File: config.mk
export PLATFORM = sky130hd
export DESIGN_NAME = wb_watchdog
export DESIGN_NICKNAME = d
export VERILOG_FILES = /design/src/rtl/wb_watchdog_pkg.sv /design/src/rtl/wb_watchdog_regs.sv /design/src/rtl/wb_watchdog.sv
export SDC_FILE = /design/constraint.sdc
export NUM_CORES = 1
export LEC_CHECK = 0
export BUFFER_PORTS_ARGS = -buffer_cell sky130_fd_sc_hd__buf_4
export CAP_MARGIN = 20
export CELL_PAD_IN_SITES_DETAIL_PLACEMENT = 0
export CELL_PAD_IN_SITES_GLOBAL_PLACEMENT = 1
export CORE_ASPECT_RATIO = 1.1
export CORE_MARGIN = 2
export CORE_UTILIZATION = 42
export DETAILED_ROUTE_END_ITERATION = 7
export HOLD_SLACK_MARGIN = 0.15
export PLACE_DENSITY = 0.77
export SYNTH_ARGS = -nofsm -noshare
export SYNTH_HDL_FRONTEND = slang
export SYNTH_SLANG_ARGS = --single-unit
File: constraint.sdc
create_clock -name wb_clk_i -period 4.81 [get_ports wb_clk_i]
set_input_delay 0.962 -clock wb_clk_i [delete_from_list [all_inputs] [get_ports wb_clk_i]]
set_output_delay 0.962 -clock wb_clk_i [all_outputs]
set_load 0.01 [all_outputs]
File: src/rtl/wb_watchdog_pkg.sv
// Shared definitions for the wb_watchdog block: register map, CTRL/STATUS bit
// positions and the watchdog FSM state encoding.
package wb_watchdog_pkg;

    localparam logic [2:0] REG_CTRL   = 3'd0;
    localparam logic [2:0] REG_LOAD   = 3'd1;
    localparam logic [2:0] REG_WARN   = 3'd2;
    localparam logic [2:0] REG_KICK   = 3'd3;
    localparam logic [2:0] REG_COUNT  = 3'd4;
    localparam logic [2:0] REG_STATUS = 3'd5;

    localparam int CTRL_EN     = 0;
    localparam int CTRL_IRQ_EN = 1;
    localparam int CTRL_LOCK   = 2;

    localparam int STAT_WARNED = 0;
    localparam int STAT_BADKEY = 1;

    typedef enum logic [1:0] {
        ST_IDLE = 2'd0,
        ST_RUN  = 2'd1,
        ST_FIRE = 2'd2,
        ST_DONE = 2'd3
    } wdt_state_t;

endpackage

File: src/rtl/wb_watchdog_regs.sv
// Wishbone classic slave front end for the watchdog: address decode, single-cycle
// registered ack, CTRL/LOAD/WARN/STATUS storage and the registered interrupt.
module wb_watchdog_regs
    import wb_watchdog_pkg::*;
#(
    parameter int            DW       = 32,
    parameter logic [DW-1:0] KICK_KEY = 32'h0000_C0DE,
    parameter logic [DW-1:0] LOAD_RST = 32'h00FF_FFFF
) (
    input  logic          clk,
    input  logic          rst,
    input  logic [4:0]    adr,
    input  logic [DW-1:0] dat_wr,
    input  logic          we,
    input  logic          cyc,
    input  logic          stb,
    output logic [DW-1:0] dat_rd,
    output logic          ack,
    input  logic [DW-1:0] count,
    input  logic          running,
    input  logic          warn_hit,
    output logic [DW-1:0] load,
    output logic [DW-1:0] warn,
    output logic          en_rise,
    output logic          en_clear,
    output logic          kick_good,
    output logic          kick_bad,
    output logic          irq
);

    logic [2:0]    sel;
    logic          access;
    logic          wr;
    logic          wr_ctrl;
    logic          wr_load;
    logic          wr_warn;
    logic          wr_kick;
    logic          wr_status;
    logic [2:0]    ctrl;
    logic [2:0]    ctrl_d;
    logic          warned;
    logic          warned_d;
    logic          badkey;
    logic          badkey_d;
    logic [DW-1:0] rdata;
    logic          unused_adr;

    assign sel        = adr[4:2];
    assign unused_adr = ^adr[1:0];
    assign access     = cyc & stb & ~ack;
    assign wr         = access & we;

    // LOCK freezes CTRL (including itself) and LOAD until the next bus reset
    assign wr_ctrl   = wr & (sel == REG_CTRL) & ~ctrl[CTRL_LOCK];
    assign wr_load   = wr & (sel == REG_LOAD) & ~ctrl[CTRL_LOCK];
    assign wr_warn   = wr & (sel == REG_WARN);
    assign wr_kick   = wr & (sel == REG_KICK);
    assign wr_status = wr & (sel == REG_STATUS);

    assign en_rise   = wr_ctrl & dat_wr[CTRL_EN] & ~ctrl[CTRL_EN];
    assign en_clear  = wr_ctrl & ~dat_wr[CTRL_EN];
    assign kick_good = wr_kick & (dat_wr == KICK_KEY);
    assign kick_bad  = wr_kick & (dat_wr != KICK_KEY);

    always_comb begin
        ctrl_d = ctrl;
        if (wr_ctrl) ctrl_d = dat_wr[2:0];
        // a new event wins over a coincident write-one-to-clear
        warned_d = (warned & ~(wr_status & dat_wr[STAT_WARNED])) | warn_hit;
        badkey_d = (badkey & ~(wr_status & dat_wr[STAT_BADKEY])) | (kick_bad & running);
    end

    always_comb begin
        rdata = '0;
        case (sel)
            REG_CTRL:   rdata = {{(DW-3){1'b0}}, ctrl};
            REG_LOAD:   rdata = load;
            REG_WARN:   rdata = warn;
            REG_COUNT:  rdata = count;
            REG_STATUS: rdata = {{(DW-2){1'b0}}, badkey, warned};
            default:    rdata = '0;
        endcase
    end

    always_ff @(posedge clk or posedge rst) begin
        if (rst) begin
            ack    <= 1'b0;
            dat_rd <= '0;
            ctrl   <= '0;
            load   <= LOAD_RST;
            warn   <= '0;
            warned <= 1'b0;
            badkey <= 1'b0;
            irq    <= 1'b0;
        end else begin
            ack    <= access;
            dat_rd <= (access & ~we) ? rdata : '0;
            ctrl   <= ctrl_d;
            if (wr_load) load <= dat_wr;
            if (wr_warn) warn <= dat_wr;
            warned <= warned_d;
            badkey <= badkey_d;
            irq    <= warned_d & ctrl_d[CTRL_IRQ_EN];
        end
    end

endmodule

File: src/rtl/wb_watchdog.sv
// Wishbone watchdog timer: down-counter with key-word kick that raises a stretched
// reset request toward the system reset controller on expiry or a bad key.
//
// state | meaning
// IDLE  | disabled, COUNT held
// RUN   | COUNT decrements each clock, kicks reload it
// FIRE  | rst_req_o asserted for RST_PULSE clocks
// DONE  | request released, COUNT frozen until EN cleared or bus reset
module wb_watchdog
    import wb_watchdog_pkg::*;
#(
    parameter int            DW        = 32,
    parameter int            RST_PULSE = 16,
    parameter logic [DW-1:0] KICK_KEY  = 32'h0000_C0DE,
    parameter logic [DW-1:0] LOAD_RST  = 32'h00FF_FFFF
) (
    input  logic          wb_clk_i,
    input  logic          wb_rst_i,
    input  logic [4:0]    wb_adr_i,
    input  logic [DW-1:0] wb_dat_i,
    output logic [DW-1:0] wb_dat_o,
    input  logic          wb_we_i,
    input  logic          wb_cyc_i,
    input  logic          wb_stb_i,
    output logic          wb_ack_o,
    output logic          irq_o,
    output logic          rst_req_o
);

    localparam int PW = (RST_PULSE > 1) ? $clog2(RST_PULSE) : 1;

    wdt_state_t    state;
    wdt_state_t    state_next;
    logic [DW-1:0] count;
    logic [DW-1:0] count_next;
    logic [PW-1:0] pulse;
    logic [PW-1:0] pulse_next;
    logic [DW-1:0] load;
    logic [DW-1:0] warn;
    logic [DW-1:0] reload;
    logic          en_rise;
    logic          en_clear;
    logic          kick_good;
    logic          kick_bad;
    logic          running;
    logic          warn_hit;

    assign running   = (state == ST_RUN);
    assign warn_hit  = running && (warn != '0) && (count == warn);
    assign reload    = (load == '0) ? {{(DW-1){1'b0}}, 1'b1} : load;
    assign rst_req_o = (state == ST_FIRE);

    wb_watchdog_regs #(
        .DW       (DW),
        .KICK_KEY (KICK_KEY),
        .LOAD_RST (LOAD_RST)
    ) u_regs (
        .clk       (wb_clk_i),
        .rst       (wb_rst_i),
        .adr       (wb_adr_i),
        .dat_wr    (wb_dat_i),
        .we        (wb_we_i),
        .cyc       (wb_cyc_i),
        .stb       (wb_stb_i),
        .dat_rd    (wb_dat_o),
        .ack       (wb_ack_o),
        .count     (count),
        .running   (running),
        .warn_hit  (warn_hit),
        .load      (load),
        .warn      (warn),
        .en_rise   (en_rise),
        .en_clear  (en_clear),
        .kick_good (kick_good),
        .kick_bad  (kick_bad),
        .irq       (irq_o)
    );

    always_comb begin
        state_next = state;
        count_next = count;
        pulse_next = pulse;
        case (state)
            ST_IDLE: begin
                if (en_rise) begin
                    state_next = ST_RUN;
                    count_next = reload;
                end
            end
            ST_RUN: begin
                // a valid kick on the terminal-count cycle still reloads
                if (kick_bad) begin
                    state_next = ST_FIRE;
                    pulse_next = PW'(RST_PULSE - 1);
                end else if (kick_good) begin
                    count_next = reload;
                end else if (en_clear) begin
                    state_next = ST_IDLE;
                end else if (count == '0) begin
                    state_next = ST_FIRE;
                    pulse_next = PW'(RST_PULSE - 1);
                end else begin
                    count_next = count - 1'b1;
                end
            end
            ST_FIRE: begin
                if (pulse == '0) state_next = ST_DONE;
                else             pulse_next = pulse - 1'b1;
            end
            ST_DONE: begin
                if (en_clear) state_next = ST_IDLE;
            end
            default: state_next = ST_IDLE;
        endcase
    end

    always_ff @(posedge wb_clk_i or posedge wb_rst_i) begin
        if (wb_rst_i) begin
            state <= ST_IDLE;
            count <= '0;
            pulse <= '0;
        end else begin
            state <= state_next;
            count <= count_next;
            pulse <= pulse_next;
        end
    end

endmodule
== Word level (Yosys, flattened, before mapping) ==
Index checks and enable logic that the tools add are counted.

* $add $sub $neg: 2
* $mul: 0
* Div/mod/pow operators: 0
* Order comparisons: 0
* Equality and inequality tests: 22
* Shifts and indexed selects: 0
* Mux-type cells: 24
* Bitwise gates (word level): 31
* Reductions and logical operators: 13

{| class="wikitable"
|+ Operators with widths
! kind !! number
|-
| 2-to-1 mux 32 bit || 7
|-
| one-hot mux 32 bit (5 select lines) || 1
|-
| logical NOT 32 bit || 2
|-
| one-hot mux 32 bit (2 select lines) || 1
|-
| == test 32 x 16 -> 1 bit, second input constant || 1
|-
| == test 32 bit || 1
|-
| != test 32 x 16 -> 1 bit, second input constant || 1
|-
| nonzero test 32 bit || 1
|-
| subtractor 32 x 1 -> 32 bit, second input constant || 1
|-
| bitwise AND 1 bit || 22
|-
| 2-to-1 mux 4 bit || 5
|-
| 2-to-1 mux 2 bit || 8
|-
| AND reduction 5 bit || 3
|-
| != test 2 bit, second input constant || 4
|-
| one-hot mux 2 bit (4 select lines) || 1
|-
| one-hot mux 4 bit (2 select lines) || 1
|-
| NOT 1 bit || 7
|-
| == test 3 x 2 -> 1 bit, second input constant || 2
|-
| == test 3 bit, second input constant || 2
|-
| != test 3 x 2 -> 1 bit, second input constant || 2
|-
| != test 3 bit, second input constant || 2
|-
| == test 2 bit, second input constant || 2
|-
| logical NOT 4 bit || 1
|-
| != test 4 x 2 -> 1 bit, second input constant || 1
|-
| 10 further kinds || 13
|}

* Flip-flop bits (word level): 141
* Bits in latches: 0
* Bits in writable memories: 0
* Memory bits (read-only): 0
* Input bits: 42
* Word-level logic and storage cells: 104
* Memories kept: 0

== Longest topological paths before layout ==
* Word-level depth: 10
* Mapped depth: 11

== Cells and area by module ==
From an unflattened synthesis, not the netlist that was laid out.

* Cells, all modules: 699
* Area, all modules: 7616.1 µm²

{| class="wikitable"
|+ Modules (own cells, without submodules)
! module !! instances !! cells each !! area an instance (µm²) !! sequential area each (µm²)
|-
| wb_watchdog_regs || 1 || 336 || 4599.4 || 2607.5
|-
| wb_watchdog || 1 || 363 || 3016.6 || 950.9
|}

== Least setup slack after synthesis ==
Ideal clock, no wire load.

* Path type: input -> register
* Start: in wb_we_i
* End: reg count[17]
* Library setup time: 0.082 ns
* Data arrival time: 2.796 ns
* Data required time: 4.728 ns
* Path slack: 1.932 ns
* Cell stages on the path: 9
* Buffers on the path: 4
* Cell sequence: nand4b_4 > or3_1 > buf_2 > or3_1 > buf_2 > a311o_1 > buf_6 > buf_12 > o22ai_4

* Longest elaborated chain between the ends: 7
* Elaborated cells on any way between the ends: 17

{| class="wikitable"
|+ Ends and longest elaborated chain
! what !! RTL line !! source
|-
| start, declared || wb_watchdog.sv:22 || <nowiki>input logic wb_we_i,</nowiki>
|-
| bitwise AND 1 bit (*) || wb_watchdog_regs.sv:51 || <nowiki>assign wr = access & we;</nowiki>
|-
| bitwise AND 1 bit (2 in series) || wb_watchdog_regs.sv:54 || <nowiki>assign wr_ctrl = wr & (sel == REG_CTRL) & ~ctrl[CTRL_LOCK];</nowiki>
|-
| bitwise AND 1 bit (2 in series) || wb_watchdog_regs.sv:60 || <nowiki>assign en_rise = wr_ctrl & dat_wr[CTRL_EN] & ~ctrl[CTRL_EN];</nowiki>
|-
| != test 2 bit (no source line) || -- ||
|-
| AND reduction 5 bit (no source line) || -- ||
|-
| end signal, assigned || wb_watchdog.sv:124 || <nowiki>count <= count_next;</nowiki>
|-
| end, declared || wb_watchdog.sv:34 || <nowiki>logic [DW-1:0] count;</nowiki>
|}

Mark *: on every way between the ends. The rest lies on a longest branch, timed or not. The select of a mux whose other input is x is not followed.
A chain may end at the register's enable or synchronous reset.

== Final worst setup path ==
* Start: in wb_dat_i[26]
* End: reg count[13]

* Longest elaborated chain between the ends: 5
* Elaborated cells on any way between the ends: 11

{| class="wikitable"
|+ Ends and longest elaborated chain
! what !! RTL line !! source
|-
| start, declared || wb_watchdog.sv:20 || <nowiki>input logic [DW-1:0] wb_dat_i,</nowiki>
|-
| == test 32 x 16 -> 1 bit || wb_watchdog_regs.sv:62 || <nowiki>assign kick_good = wr_kick & (dat_wr == KICK_KEY);</nowiki>
|-
| bitwise AND 1 bit || wb_watchdog_regs.sv:62 ||
|-
| 2-to-1 mux 32 bit || wb_watchdog.sv:95 || <nowiki>end else if (kick_good) begin</nowiki>
|-
| 2-to-1 mux 32 bit || wb_watchdog.sv:92 || <nowiki>if (kick_bad) begin</nowiki>
|-
| one-hot mux 32 bit (2 select lines) || wb_watchdog.sv:83 || <nowiki>case (state)</nowiki>
|}

Parallel ways exist; a longest one is shown, timed or not. The select of a mux whose other input is x is not followed.

==> flow_metrics.py <==
metrics = {
    "clock_network": {
        "cts-buffers-inserted": 17,
        "clock-sinks": 141,
        "clk_latency_ps": 420,
        "cts_resized": 0,
        "cts_hold_buf": 0,
        "cts_root_buf": "clkbuf_16",
        "htreeDepth": 4,
        "cts_tree": "done",
        "cts_setup_buffers": 0,
        "clockBufferDepth": 2,
        "clk_pin_slew_ps": 60,
    },
    "synth": {
        "syn-cell-area_sq_um": 7416,
        "ys_seq_area_frac": 0.4798,
        "syn_avg_cell_area_sq_um": 10.43,
        "yosysWarnings": 0,
        "synth-edff-count": 0,
        "async_reset_ff_frac": 1.000,
        "ys_seq_elements": 141,
        "ys.flop_type": "dfrtp_1",
        "syn_nets": 755,
        "postSynthCellCount": 711,
        "yosys.cell_types.count": 60,
    },
    "final_layout": {
        "mostFrequentLayoutCells": "117 x dfrtp_1, 88 x buf_4, 76 x nor2_1",
        "antenna_cells": 0,
        "layout_commonest_cell": "dfrtp_1",
        "fillers": 1639,
        "seq_area_sq_um": 3558,
        "drive_above_1_share": 0.3046,
        "instances_no_fill": 1012,
        "syn_to_final_growth_pct": 17.09,
        "layout.nets": 809,
        "multiInputGateArea_sq_um": 3566,
    },
    "die": {
        "die_w_um": 130.7,
        "initial_core_util": 0.4326,
        "dieArea_sq_um": 18740,
        "rows": 50,
        "ios": 77,
        "die_h_um": 143.4,
        "core_area_sq_um": 17140,
    },
    "setup_path": {
        "worstSetupPathType": "in2reg",
        "crit_top_cell": "buf_4",
        "cp-startpoint": "wb_dat_i[26]",
        "rrSetupSlack_ps": 1820,
        "worstPathMaxFanout": 31,
        "critical_path_arrival_ps": 3480,
        "critical-path-max-stage-delay_ps": 630,
        "reg2reg_from": "count[20]",
        "worstSetupEndpointType": "flop",
        "r2r_cells": 7,
        "crit_chain": "buf_4 -> nor4_1 -> nand4_1 -> or3_1 -> a21oi_2 -> buf_4 -> o2bb2a_1 -> o21ai_0",
        "crit_slowest_cell": "or3_1",
        "cp-endpoint": "count[13]",
        "critPathRequiredTime_ps": 5150,
        "r2r_end": "count[7]",
        "start_kind": "input port",
    },
    "timing": {
        "fin_crit_ps": 3140,
        "drv_slew": 0,
        "hold_viol_final": 0,
        "max_freq_ghz": 0.3185,
        "tns_ps": 0,
        "relSlewSlack": 0.2429,
        "rsz0062_at_grt": "false",
        "tightest_slew_ps": 1131,
        "finClkSkew_ps": 10.92,
        "finalCritPeriodShare": 0.6527,
        "setup_viol_count_final": 0,
    },
    "global_routing": {
        "grt_first_pass_wirelength_um": 35230,
        "overflow": 0,
        "antenna_found_initial": 0,
        "grt_start_max_net_pins": 91,
        "grt_usage": 0.2529,
        "grt_pass1_vias": 5943,
    },
    "drt": {
        "drtAntennaViolNets": 0,
        "dr.first_iter.drc_count": 505,
        "dr.pass1.iters": 6,
        "routed_via_density": 6.205,
        "wire_per_inst_um": 22.57,
        "drc": 0,
        "vias": 6279,
        "wl_um": 22840,
    },
    "pwr": {
        "p_leak_uw": 0.003657,
        "irDropWorstVdd_uv": 247.9,
        "power_density_nw_per_um2": 482.7,
    },
    "placed_design": {
        "globalplace.congestion": 0.9460,
        "placed_cells": 979,
        "io_buffers": 74,
        "hpwlAfterDp_um": 15940,
    },
    "job": {
        "cap_violations": 0,
    },
    "hold_path": {
        "hp-class": "reg2reg",
    },
    "run_status": {
        "run_status": "finished, final reports clean",
    },
}
-- routing by layer --
| metal | GRT usage | share of wire |
|---|---|---|
| met1 | 0.3713 | 0.44 |
| met2 | 0.3668 | 0.45 |
| met3 | 0.04542 | 0.080 |
| met4 | 0.1075 | 0.032 |
| met5 | 0 | 0 |
-- cell type report --
cell class	count	share of cell area
timing repair buffer	89	0.07781
clock inverter	13	0.01239
tap	234	0.03372
inverter	12	0.005764
multi-input combinational	504	0.4107
clock buffer	19	0.04986
sequential	141	0.4098
-- cell families (layout without fill, tap and decap cells) --
logic type                 count (synthesis)  count (layout)  synth area share
DFF                                      141             141            0.4798
AOI/OAI and AO/OA                        164             164            0.1591
adders and majority gates                  2               2          0.003374
buffers and inverters                     66             133           0.04015
muxes                                     73              73            0.1132
and+or+nand+nor                          232             232            0.1653
xor gates and xnor gates                  33              33           0.03897
-- cells in the mapped netlist, types with 2 or more instances --
cell         n  area, sq um
a32oi_1      8        70.07
buf_2        9        45.04
buf_4        2        15.01
and3_1       3        18.77
o22ai_1      5        31.28
nand2_1     27        101.4
nor2_1      76        285.3
buf_1       10        37.54
or4_1        4        30.03
buf_6        2        22.52
o2bb2ai_1    2        17.52
nand4_1      8        50.05
ha_1         2        25.02
nand3b_1     3        22.52
o21ai_0     16        80.08
mux2_2      67        754.5
nor2b_1      4        25.02
a21o_1       3        22.52
a21oi_1     45        225.2
dfstp_2     24        630.6
or3_1        8        50.05
nand2b_1    10        62.56
o21ai_2      8        70.07
o311ai_0     8        70.07
nor3_1      20        100.1
o22ai_4      2        40.04
xor2_1      31        271.5
nor4_1      45        281.5
dfrtp_1    117         2928
and2_1       3        18.77
nor4bb_1     2        20.02
clkbuf_1    30        112.6
a22oi_1     41        307.8
o22ai_2      6        75.07
o211ai_1     8        60.06
mux2i_1      4        40.04
nand3_1     10        50.05
xnor2_1      2        17.52
inv_1       12        45.04
a32o_1       2        20.02
nor4_2       2        25.02
mux4_2       2        45.04
-- critical path, delay by kind of cell --
family          cells  cell delay (ps)
simple gates        3             1420
buf+inv             2              490
compound gates      3              600
-- through the flow --
stage	setup slack (ps)	util	power, uW	instance area (sq um)	hold WS, ps
after floorplan	106.5	-	2559	7416	443.0
after global placement	1242	0.4742	2928	8128	452.6
after detailed placement	1272	0.4742	2956	8128	470.3
after CTS	1708	0.5057	4175	8668	476.6
after global routing	1598	0.5066	4399	8683	513.7
final	1670	0.5066	4192	8683	472.9
-- sequential cells by signal, indices dropped and copies added (netlist names), named ones only --
name	cells
u_regs.ctrl	3
pulse	4
u_regs.load	32
u_regs.badkey	1
u_regs.dat_rd	32
u_regs.ack	1
u_regs.warn	32
count	32
u_regs.irq	1
u_regs.warned	1
state	1
-- worst min path at each step --
stage	from	endpoint	slack (ps)	cells past startpoint
final	u_regs.ack	u_regs.ack	470	1
after detailed placement	u_regs.ack	u_regs.ack	470	1
after CTS	u_regs.ack	u_regs.ack	480	1
after global routing	u_regs.ack	u_regs.ack	510	1
after floorplan	u_regs.badkey	u_regs.badkey	440	2
after global placement	u_regs.ack	u_regs.ack	450	1
-- report_power, final --
part           internal [uW]  switching (uW)
Clock                    670             541
Sequential              1470             472
Combinational            465             576
Total                   2600            1590
No activity file was read; power rests on OpenSTA's default activity.
